[config.mk]
export PLATFORM = sky130hd
export DESIGN_NAME = instr_loader
export DESIGN_NICKNAME = d
export VERILOG_FILES = /design/src/rtl/instr_loader_pkg.sv /design/src/rtl/instr_encoder.sv /design/src/rtl/instr_loader.sv
export SDC_FILE = /design/constraint.sdc
export NUM_CORES = 1
export LEC_CHECK = 0
export BUFFER_PORTS_ARGS = -buffer_cell sky130_fd_sc_hd__buf_2
export CORE_MARGIN = 4
export CORE_UTILIZATION = 25
export CTS_CLUSTER_DIAMETER = 30
export CTS_CLUSTER_SIZE = 24
export DETAILED_ROUTE_END_ITERATION = 6
export PLACE_DENSITY = 0.58
export SETUP_SLACK_MARGIN = 0.3
export SLEW_MARGIN = 20
export SYNTH_ARGS = -nofsm -noshare
export SYNTH_HDL_FRONTEND = slang
export SYNTH_SLANG_ARGS = --single-unit
[constraint.sdc]
create_clock -name clk -period 1.6 [get_ports clk]
set_input_delay 0.08 -clock clk [delete_from_list [all_inputs] [get_ports clk]]
set_output_delay 0.08 -clock clk [all_outputs]
set_load 0.01 [all_outputs]
[src/rtl/instr_loader_pkg.sv]
// ----------------------------------------------------------------------------
// instr_loader_pkg
// Shared definitions for the IMEM instruction loader and its field encoder:
// data widths, instruction field bit positions (must stay in step with the
// instruction decoder), instruction format codes and loader state encodings.
// ----------------------------------------------------------------------------
package instr_loader_pkg;

    localparam int IMEM_DATA_WIDTH = 16;
    localparam int DMEM_DATA_WIDTH = 8;

    // Field placement inside an instruction word
    localparam int OPCODE_LSB = 0;
    localparam int OPCODE_W   = 4;
    localparam int REG_W      = 4;
    localparam int RD_LSB     = 4;
    localparam int RA_LSB     = 8;
    localparam int RB_LSB     = 12;
    localparam int IMM_LSB    = 8;

    // Instruction formats
    localparam logic FMT_R = 1'b0;
    localparam logic FMT_I = 1'b1;

    typedef enum logic [1:0] {
        ST_IDLE = 2'd0,
        ST_LOAD = 2'd1,
        ST_DONE = 2'd2
    } state_t;

endpackage

[src/rtl/instr_encoder.sv]
// ----------------------------------------------------------------------------
// instr_encoder
// Purely combinational packing of instruction fields into one IMEM word.
//   fmt     in  : FMT_R (rb/ra in the upper byte) or FMT_I (imm in upper byte)
//   opcode  in  : opcode field
//   rd      in  : destination register
//   ra, rb  in  : source registers, R-form only
//   imm     in  : immediate, I-form only
//   word    out : encoded instruction word
// ----------------------------------------------------------------------------
module instr_encoder
    import instr_loader_pkg::*;
(
    input  logic                       fmt,
    input  logic [OPCODE_W-1:0]        opcode,
    input  logic [REG_W-1:0]           rd,
    input  logic [REG_W-1:0]           ra,
    input  logic [REG_W-1:0]           rb,
    input  logic [DMEM_DATA_WIDTH-1:0] imm,
    output logic [IMEM_DATA_WIDTH-1:0] word
);

    // The upper byte is shared: either the two source registers or the
    // immediate, selected by the format bit.
    always_comb begin
        word = '0;
        word[OPCODE_LSB +: OPCODE_W] = opcode;
        word[RD_LSB +: REG_W]        = rd;
        if (fmt == FMT_I) begin
            word[IMM_LSB +: DMEM_DATA_WIDTH] = imm;
        end else begin
            word[RA_LSB +: REG_W] = ra;
            word[RB_LSB +: REG_W] = rb;
        end
    end

endmodule

[src/rtl/instr_loader.sv]
// ----------------------------------------------------------------------------
// instr_loader
// Accepts instruction field sets over a valid/ready stream, encodes each one
// and writes a programmed number of words to IMEM starting at a programmed
// base address (wrapping at the top of memory), then pulses done.
//
// Ports:
//   clk, rst          : clock, synchronous active-high reset
//   start             : begin a load (sampled only when idle)
//   base_addr, length : first address / word count, captured on start
//   in_valid/in_ready : field-set handshake; in_ready high only while loading
//   in_fmt, in_opcode, in_rd, in_ra, in_rb, in_imm : instruction fields
//   imem_we/addr/wdata: registered IMEM write port, one cycle after acceptance
//   busy              : load in progress (LOAD or DONE)
//   done              : one-cycle pulse, coincident with the last write
//   checksum          : XOR of words written in the current load
//
// Build option: define INSTR_LOADER_CHECKSUM_EN to include the running
// checksum; otherwise checksum is tied to zero.
// ----------------------------------------------------------------------------
module instr_loader
    import instr_loader_pkg::*;
#(
    parameter int ADDR_WIDTH = 8
) (
    input  logic                       clk,
    input  logic                       rst,
    input  logic                       start,
    input  logic [ADDR_WIDTH-1:0]      base_addr,
    input  logic [ADDR_WIDTH:0]        length,
    input  logic                       in_valid,
    output logic                       in_ready,
    input  logic                       in_fmt,
    input  logic [OPCODE_W-1:0]        in_opcode,
    input  logic [REG_W-1:0]           in_rd,
    input  logic [REG_W-1:0]           in_ra,
    input  logic [REG_W-1:0]           in_rb,
    input  logic [DMEM_DATA_WIDTH-1:0] in_imm,
    output logic                       imem_we,
    output logic [ADDR_WIDTH-1:0]      imem_addr,
    output logic [IMEM_DATA_WIDTH-1:0] imem_wdata,
    output logic                       busy,
    output logic                       done,
    output logic [IMEM_DATA_WIDTH-1:0] checksum
);

    state_t                     state;
    logic [ADDR_WIDTH-1:0]      cur_addr;
    logic [ADDR_WIDTH:0]        remaining;
    logic [IMEM_DATA_WIDTH-1:0] enc_word;
    logic                       accept;
    logic                       start_load;

    instr_encoder u_encoder (
        .fmt    (in_fmt),
        .opcode (in_opcode),
        .rd     (in_rd),
        .ra     (in_ra),
        .rb     (in_rb),
        .imm    (in_imm),
        .word   (enc_word)
    );

    // in_ready is only ever high in LOAD, so it alone qualifies acceptance.
    assign accept     = in_valid && in_ready;
    assign start_load = (state == ST_IDLE) && start;

    // Main sequencer. All outputs are registered; in_ready, busy and done
    // are set on the transition into the state that owns them so they line
    // up exactly with the state register. The address counter wraps
    // naturally at 2^ADDR_WIDTH.
    always_ff @(posedge clk) begin
        if (rst) begin
            state      <= ST_IDLE;
            in_ready   <= 1'b0;
            imem_we    <= 1'b0;
            imem_addr  <= '0;
            imem_wdata <= '0;
            busy       <= 1'b0;
            done       <= 1'b0;
            cur_addr   <= '0;
            remaining  <= '0;
        end else begin
            imem_we <= 1'b0;
            done    <= 1'b0;
            case (state)
                ST_IDLE: begin
                    if (start) begin
                        cur_addr  <= base_addr;
                        remaining <= length;
                        busy      <= 1'b1;
                        if (length == '0) begin
                            state <= ST_DONE;
                            done  <= 1'b1;
                        end else begin
                            state    <= ST_LOAD;
                            in_ready <= 1'b1;
                        end
                    end
                end
                ST_LOAD: begin
                    if (accept) begin
                        imem_we    <= 1'b1;
                        imem_addr  <= cur_addr;
                        imem_wdata <= enc_word;
                        cur_addr   <= cur_addr + ADDR_WIDTH'(1);
                        remaining  <= remaining - (ADDR_WIDTH+1)'(1);
                        if (remaining == (ADDR_WIDTH+1)'(1)) begin
                            state    <= ST_DONE;
                            in_ready <= 1'b0;
                            done     <= 1'b1;
                        end
                    end
                end
                ST_DONE: begin
                    state <= ST_IDLE;
                    busy  <= 1'b0;
                end
                default: begin
                    state    <= ST_IDLE;
                    in_ready <= 1'b0;
                    busy     <= 1'b0;
                end
            endcase
        end
    end

`ifdef INSTR_LOADER_CHECKSUM_EN
    // Running XOR of written words; updated on the same edge that raises
    // imem_we, so it is final while done is high and holds until next start.
    always_ff @(posedge clk) begin
        if (rst) begin
            checksum <= '0;
        end else if (start_load) begin
            checksum <= '0;
        end else if ((state == ST_LOAD) && accept) begin
            checksum <= checksum ^ enc_word;
        end
    end
`else
    logic unused_start_load;
    assign unused_start_load = start_load;
    assign checksum          = '0;
`endif

endmodule
Yosys cells after proc, flatten, opt, wreduce, memory -nomap -nowiden

Cells that the tools add are included.

Bits in registers: 47
Word-level logic and storage cells: 55
Output and inout bits: 44

Add/subtract/negate cells: 2
Equality and inequality tests: 7
Multiplexer cells: 25
Reduce and logical (&&, ||, !) cells: 10
Bitwise gates (word level): 2

Operators with widths:

| operator                                                              | count |
|---|---|
| 8-bit two-way mux                                                     | 3 |
| 9-bit two-way mux                                                     | 2 |
| 9-bit one-hot mux with 2 select lines                                 | 1 |
| 8-bit one-hot mux with 2 select lines                                 | 1 |
| 1-bit two-way mux                                                     | 10 |
| 9-bit by 1-bit equality test with 1-bit output, second input constant | 1 |
| 9-bit logical NOT                                                     | 1 |
| 9-bit by 1-bit subtractor with 9-bit output, second input constant    | 1 |
| 8-bit by 1-bit adder with 8-bit output, second input constant         | 1 |
| 2-bit two-way mux                                                     | 4 |
| 2-bit inequality test, second input constant                          | 4 |
| 3-bit AND reduction                                                   | 2 |
| 5-bit AND reduction                                                   | 1 |
| 1-bit one-hot mux with 2 select lines                                 | 2 |
| 2-bit one-hot mux with 2 select lines                                 | 1 |
| 2-bit AND reduction                                                   | 2 |
| 1-bit one-hot mux with 3 select lines                                 | 1 |
| 2-bit by 1-bit equality test with 1-bit output, second input constant | 1 |
| 2-bit equality test, second input constant                            | 1 |
| 2-bit logical NOT                                                     | 1 |
| 1-bit inverter                                                        | 2 |
| 2-bit nonzero test                                                    | 1 |
| 2-bit OR reduction                                                    | 1 |
| 1-bit logical AND                                                     | 1 |

Depth between registers and ports, before layout

Gate-level depths: netlist of the first run.

Word-level depth: 4
Mapped depth: 8
Gate-level depth less buffers: 6

Modules after synthesis

From an unflattened synthesis of the first run, not the netlist that was laid out.

Cell total of the unflattened synthesis: 306
Area, all modules: 2456.1 sq um

By module, submodules not included:

| module        | cells an instance | area an instance (sq um) | instances |
|---|---|---|---|
| instr_loader  | 289               | 2264.7                   | 1 |
| instr_encoder | 17                | 191.4                    | 1 |

Least setup slack after synthesis of the first run

OpenSTA, ideal clock, no wires.

Path kind: register to register
Start point: register remaining[0]
End point: register remaining[8]
Slack: 0.121 ns
Stages on the path, launching flop included: 7
Path buffers: 0
Setup time: 0.092 ns
Arrival time: 1.387 ns
Period minus slack after synthesis: 1.479 ns
Required time: 1.508 ns
Path through: dfxtp_1 -> inv_1 -> ha_1 -> nor3b_1 -> nand2_1 -> o31a_1 -> o32ai_1

Longest elaborated chain between the ends: 3

RTL lines:

| element                                     | line                | RTL |
|---|---|---|
| from (decl)                                 | instr_loader.sv:49  | `logic [ADDR_WIDTH:0] remaining;` |
| from (signal assigned)                      | instr_loader.sv:90  | `remaining <= length;` |
| from (signal assigned)                      | instr_loader.sv:107 | `remaining <= remaining - (ADDR_WIDTH+1)'(1);` |
| 9-bit by 1-bit subtractor with 9-bit output | instr_loader.sv:107 |  |
| 9-bit two-way mux                           | instr_loader.sv:102 | `if (accept) begin` |
| 9-bit one-hot mux with 2 select lines       | instr_loader.sv:86  | `case (state)` |

No other way between the ends. The select of a mux whose other input is x is not followed.
A chain may end at the register's enable or synchronous reset.

Final worst setup path of the first run

Start point: register remaining[5]
End point: register state[1]

Longest elaborated chain between the ends: 3

RTL lines:

| element                                        | line                | RTL |
|---|---|---|
| 9-bit by 1-bit equality test with 1-bit output | instr_loader.sv:108 | `if (remaining == (ADDR_WIDTH+1)'(1)) begin` |
| 2-bit inequality test (no line)                | -                   |  |
| 3-bit AND reduction (no line)                  | -                   |  |
| to (signal assigned)                           | instr_loader.sv:109 | `state <= ST_DONE;` |
| to (signal assigned)                           | instr_loader.sv:116 | `state <= ST_IDLE;` |
| to (signal assigned)                           | instr_loader.sv:120 | `state <= ST_IDLE;` |
| to (decl)                                      | instr_loader.sv:47  | `state_t state;` |

No other way between the ends.

==> metrics, run 1 <==
Total Routing Usage GR=0.119; RSZ-0062 raised after global routing=yes; die height=104 um; Seq cells post-synth=47; CP required=1820 ps; total CTS buffers=5; Synth area leader=dfxtp_1; crit start category=flip-flop; I/O pin cnt=90; die width=104 um; maximum clock insertion buffer count=2; dpl hpwl=4550 um; fmax=0.723 GHz; crit-path max FO=3; final setup TNS=0 ps; leakage power=1.60 nW; Max Cap Viol=0; post-synthesis sequential area ratio=0.404; Final nets=447; first-pass GRT wire length=10900 um; Post-synth EDFFs=0; Worst Hold Class=input port to flip-flop; CTS tree=built; I/O Buffers=73; DR vias/cell=4.77; Min Clock Period, post-route=1380 ps; Pwr Density=755 nW/um^2; Clock Skew=5.74 ps; Synth cell types=36; # DRC=0; Area Growth Syn to Fin=57.1%; Max rail drop VDD=0.359 mV; critical path type=flip-flop to flip-flop; syn_area_per_cell=7.94 um^2; # clock sinks=47; Rows=34; fin crit share=0.864; Initial DRT Pass Iterations=4; number of global-route vias before repair=2333; final setup fails=0; Hold Fails Final Rpt=0; share of the synthesized area in the top cell type=0.404; total gr overflow=0; max-slew violations=0; DR vias=2419; H-tree level count=2; DRT iter0 DRCs=82; Routed WL=7130 um; initial antenna violation count=0; layout cells sized above 1=0.524; die area=10900 um^2; main flop type after synthesis=dfxtp_1; final RePlAce weighted congestion=0.797; worst hold slack=23.7 ps; Root Driver=clkbuf_8; endpoint class of the critical path=flip-flop; cell count after synthesis=293; outcome=finished clean; Antenna Cells=0; Post-DRT Antenna Nets=0; WP data arrival=1600 ps; clock latency on the worst-skew pair=300 ps; Reg clk slew, reported paths=90 ps; core area=8890 um^2; largest net degree at the start of global routing=18; Yosys Warn Count=0; top cells by area, synth=dfxtp_1 40%, nand2_1 7.6%, a21oi_1 7.1%, buf_4 5.8%, nor2_1 4.0%; FFs w/ async S/R, synth=0; routed len/inst=14.1 um; Initial Util=0.262; area of the mapped netlist=2330 um^2
==> registers in the layout, indices dropped and copies added, names as in the netlist <==
signal,cells
imem_wdata,16
remaining,9
cur_addr,8
imem_addr,8
state,2
busy,1
done,1
imem_we,1
in_ready,1
==> layout make-up <==
type | instances | area (um^2)
clock inverter | 3 | 20.0
clock buffer | 5 | 68.8
tap | 108 | 135
timing repair buffer | 117 | 830
fill | 883 | 5240
multi-input combinational | 220 | 1610
inverter | 7 | 31.3
sequential | 47 | 966
==> cell usage in the layout, fill, tap and decap left out, types with 4 or more instances in the layout <==
cell      synthesis  routed
a211oi_2          5      12
a21oi_1          33      15
a21oi_2           1      18
buf_2             9      73
buf_4            18      30
buf_6             1       5
clkbuf_8          0       5
conb_1            1      16
dfxtp_1          47      37
dfxtp_2           0       5
dfxtp_4           0       5
inv_1             7       5
mux2i_1           8       8
nand2_1          47      30
nand2_2           0       4
nand2_4           0      13
nand3_1           8       6
nor2_1           25      21
nor3_1            7       5
nor4_1            6       4
o21ai_0          17       7
o21ai_1           0       9
==> through the flow <==
step	setup WS, ps	instance area (um^2)	std cells	utilization	power [mW]
3_5_place_dp	119	2830	469	0.318	1.80
4_1_cts	256	3140	493	0.353	2.61
6_report	217	3660	507	0.411	2.76
3_3_place_gp	195	2830	469	0.318	1.79
5_1_grt	147	3660	507	0.411	2.92
2_1_floorplan	263	2430	308	-	1.64
==> worst paths after layout <==
path	slack (ps)	depth (start not counted)	startpoint	to
max reg2reg	220	5	remaining[5]	state[1]
max	220	5	remaining[5]	state[1]
min reg2reg	460	2	imem_addr[7]	imem_addr[7]
min	20	3	in_rd[0]	imem_wdata[4]
==> logic make-up (layout without fill, tap and decap cells) <==
family | count (synthesis) | after routing | share of synthesized area
AOI/OAI and AO/OA | 79 | 80 | 0.217
adders and majority gates | 3 | 3 | 0.0161
buffers and inverters | 42 | 132 | 0.105
DFF | 47 | 47 | 0.404
muxes | 9 | 9 | 0.0392
other | 1 | 16 | 0.00161
and+or+nand+nor | 112 | 112 | 0.217
==> synth_stat cells, types with 6 or more instances <==
master,instances
dfxtp_1,47
nand2_1,47
a21oi_1,33
nor2_1,25
buf_4,18
o21ai_0,17
a211oi_1,9
buf_2,9
mux2i_1,8
nand3_1,8
inv_1,7
nor3_1,7
nor4_1,6
==> routing by layer <==
metal	wire length, um	GRT usage
met2	3540	0.205
met5	0	0
met3	516	0.0366
met4	141	0.0494
met1	2940	0.134
==> worst max-delay path, stage by stage (launching register included) <==
cell     delay [ps]
dfxtp_2         340
nor4_4          260
buf_4           160
nand4_1         140
o22a_1          280
nor3_1          120
==> power by group <==
group	leakage (nW)	total (mW)	switching [mW]	internal, mW
Sequential	0.388	1.30	0.0744	1.23
Clock	0.0402	0.722	0.417	0.305
Combinational	1.17	0.733	0.361	0.372
==> what timing repair did <==
action,CTS,global route
hold buffers,1,1
gates cloned,2,3
endpoints found under the setup margin,44,41
resized for setup,27,94
pin swaps,9,47
buffers inserted,13,10
hold endpoints to repair,1,1
(Power assumes the default switching activity.)
==> inputs of run 2 (changes only) <==
Settings changed: SYNTH_HIERARCHICAL set to 1.
==> run 2 against run 1 <==
The run now ends with setup timing left. Total power grew 8.2%. Sequential share of layout area shrank 0.63 points. Die area grew 5.1%. Wire length grew 7.0%. Critical path type unchanged. Area after synthesis grew 5.5%. Combinational power grew 20%. Setup slack lost 300 ps. Final cell count grew 7.3%. Worst hold slack lost 21 ps. Sequential power is essentially flat. Cell area grew 0.99%.
==> metrics, run 2 <==
post-synthesis sequential area ratio=0.383 (-0.0212); Synth cell types=47 (+31%); core area=9420 um^2 (+5.9%); hold path start=in_opcode[0]; fmax=0.594 GHz (-18%); die height=107 um (+2.5%); I/O Buffers=73 (unchanged); crit start category=flip-flop; post-route cell area=3690 um^2 (+0.99%); Util after Layout=0.392 (-0.0190); outcome=finished, violations left; fin worst setup slack=-84.7 ps (-302 ps); final setup TNS=-84.7 ps (-84.7 ps); Min Clock Period, post-route=1680 ps (+302 ps); Post-Layout Cell Count=544 (+7.3%); WP data arrival=1870 ps (+270 ps); most frequent cells in the layout=73 x buf_2, 42 x dfxtp_1, 37 x a21oi_1; die area=11500 um^2 (+5.1%); final setup fails=1 (+1); # DRC=0 (unchanged); Reg with most FFs=imem_wdata; FFs w/ async S/R, synth=0 (unchanged); Max Cap Viol=0 (unchanged); Placed Instances=504 (+7.5%); Clock Skew=5.48 ps (-0.265 ps); Initial DRT Pass Iterations=4 (unchanged); Max rail drop VDD=0.350 mV (-2.5%); share of the synthesized area in the top cell type=0.383 (-0.0212); Final nets=463 (+3.6%); DP Worst Slack=-78.1 ps (-197 ps); first-pass GRT wire length=11200 um (+3.6%); cells along the critical path=inv_2, ha_4, or4b_4, or4_4, o21ai_2, a211oi_2; maximum clock insertion buffer count=2 (unchanged); DR vias/cell=4.59 (-3.9%); RSZ-0062 raised after global routing=yes; Seq cells post-synth=47 (unchanged); CTS tree=built; Root Driver=clkbuf_8; dpl hpwl=4800 um (+5.5%); Worst Hold Class=input port to flip-flop; Total Routing Usage GR=0.121 (+0.00214); number of global-route vias before repair=2341 (+0.34%); worst hold stages=3 (unchanged); endpoint class of the critical path=flip-flop; Routed WL=7640 um (+7.0%); r2r setup slk=-80 ps (-300 ps); initial antenna violation count=0 (unchanged); number of flip-flops in the largest register=16 (unchanged); cell count after synthesis=306 (+4.4%); Hold Fails Final Rpt=0 (unchanged); Area Growth Syn to Fin=50.3%; CP required=1790 ps (-30 ps); syn_area_per_cell=8.03 um^2 (+1.1%); most common cell after layout, fill and taps aside=buf_2; Antenna Cells=0 (unchanged); failing checks=setup timing; worst hold endpoint=imem_wdata[0]; fin crit share=1.05 (+0.189); biggest regs=imem_wdata: 16 flops, remaining: 9 flops; CP max-delay cell=or4b_4; Synth top cells by count=61 x nand2_1, 47 x dfxtp_1, 41 x a21oi_1; clock latency on the worst-skew pair=310 ps (about the same); top cells by area, synth=dfxtp_1 38%, nand2_1 9.3%, a21oi_1 8.4%, buf_4 7.6%, mux2_4 4.9%; count leader, synth=nand2_1; Post-synth EDFFs=0 (unchanged); H-tree level count=2 (unchanged); Register-to-Register Path Depth=6 (+1); critical path type=flip-flop to flip-flop; largest net degree at the start of global routing=29 (+11); Initial Util=0.261 (-0.000887); Reg clk slew, reported paths=100 ps (about the same); die width=107 um (+2.5%); layout cells sized above 1=0.480 (-0.0443); reg2reg start=remaining[1]; Pwr Density=809 nW/um^2 (+7.2%); Yosys Warn Count=6 (+6); main flop type after synthesis=dfxtp_1; area of the mapped netlist=2460 um^2 (+5.5%); Rows=35 (+2.9%); DRT iter0 DRCs=127 (+55%); max-slew violations=0 (unchanged); routed len/inst=14.0 um (-0.26%); Synth area leader=dfxtp_1; total gr overflow=0 (unchanged); DR vias=2495 (+3.1%); I/O pin cnt=90 (unchanged); critical path's largest stage delay=460 ps (+120 ps); leakage power=1.57 nW (-2.1%); FF-to-FF End=remaining[6]; crit-path max FO=3 (unchanged); Post-DRT Antenna Nets=0 (unchanged); # clock sinks=47 (unchanged); total CTS buffers=5 (unchanged); final RePlAce weighted congestion=0.805 (+0.94%); Cell Area, Placed=2970 um^2 (+5.1%)
## run 2: changes by cell type in the layout (fill, tap and decap cells not counted), moves of 7 or more
cell | before | now
a211oi_2 | 12 | 1
a21oi_1 | 15 | 37
a21oi_2 | 18 | 4
mux2_4 | 1 | 8
mux2i_1 | 8 | 0
nand2_2 | 4 | 21
nand2_4 | 13 | 5
nor2_1 | 21 | 14
## run 2: per-stage QoR
step / hold slack (ps) / power (mW)
2_1_floorplan: 242 / 1.78
3_3_place_gp: 323 / 1.97
3_5_place_dp: 328 / 1.98
4_1_cts: 0.163 / 2.92
5_1_grt: 2.37 / 3.15
6_report: 2.32 / 2.99
## run 2: worst max path at each step
stage            startpoint           end  slack, ps
2_1_floorplan  remaining[0]  remaining[6]        -70
3_5_place_dp   remaining[1]  remaining[6]        -80
4_1_cts        remaining[1]  remaining[6]        -80
6_report       remaining[1]  remaining[6]        -80
3_3_place_gp   remaining[1]  remaining[6]        -40
5_1_grt        remaining[1]  remaining[6]       -120
## run 2: area by class of cell
class / instances / area, um^2
fillers: 977 / 5720
multi-input cells: 227 / 1480
repair buffers: 126 / 970
flip-flops and latches: 47 / 952
well taps: 129 / 161
clock buffers: 6 / 82.6
inverters: 7 / 26.3
clock inverters: 2 / 16.3
## run 2: logic make-up (layout without fill, tap and decap cells)
family | count (synthesis) | after routing | synth area share
AO/OA/AOI/OAI | 84 | 84 | 0.208
adder cells (fa/ha/maj) | 3 | 3 | 0.0153
buffers and inverters | 49 | 141 | 0.125
flip-flops | 47 | 47 | 0.383
multiplexers | 9 | 9 | 0.0535
other | 1 | 16 | 0.00153
AND/OR/NAND/NOR | 113 | 115 | 0.213
## run 2: timing repair
action                     4_1_cts  5_1_grt
hold endpoints to repair         5        0
setup endpoints to repair       44       46
gates resized for setup         50       28
buffers inserted                16        4
pin swaps                       37       19
cloned                           2        5
hold buffers                     5        0
## run 2: per-layer routing
layer	vias up	part of all wire	GRT usage
met1	1161	0.44	0.158
met5	-	0	0
li1	1243	-	-
met3	3	0.071	0.0301
met2	88	0.48	0.201
met4	0	0.0029	0.0256
## run 2: power breakdown
group | switching, mW | internal, mW
combinational | 0.436 | 0.447
sequential | 0.0665 | 1.24
clock | 0.444 | 0.354
total | 0.947 | 2.04
## run 2: critical path, delay by kind of cell (launching register included)
family	cells	cell delay (ps)
DFF	1	330
buffers and inverters	1	70
adders and majority gates	1	130
AOI/OAI and AO/OA	2	140
and+or+nand+nor	2	880
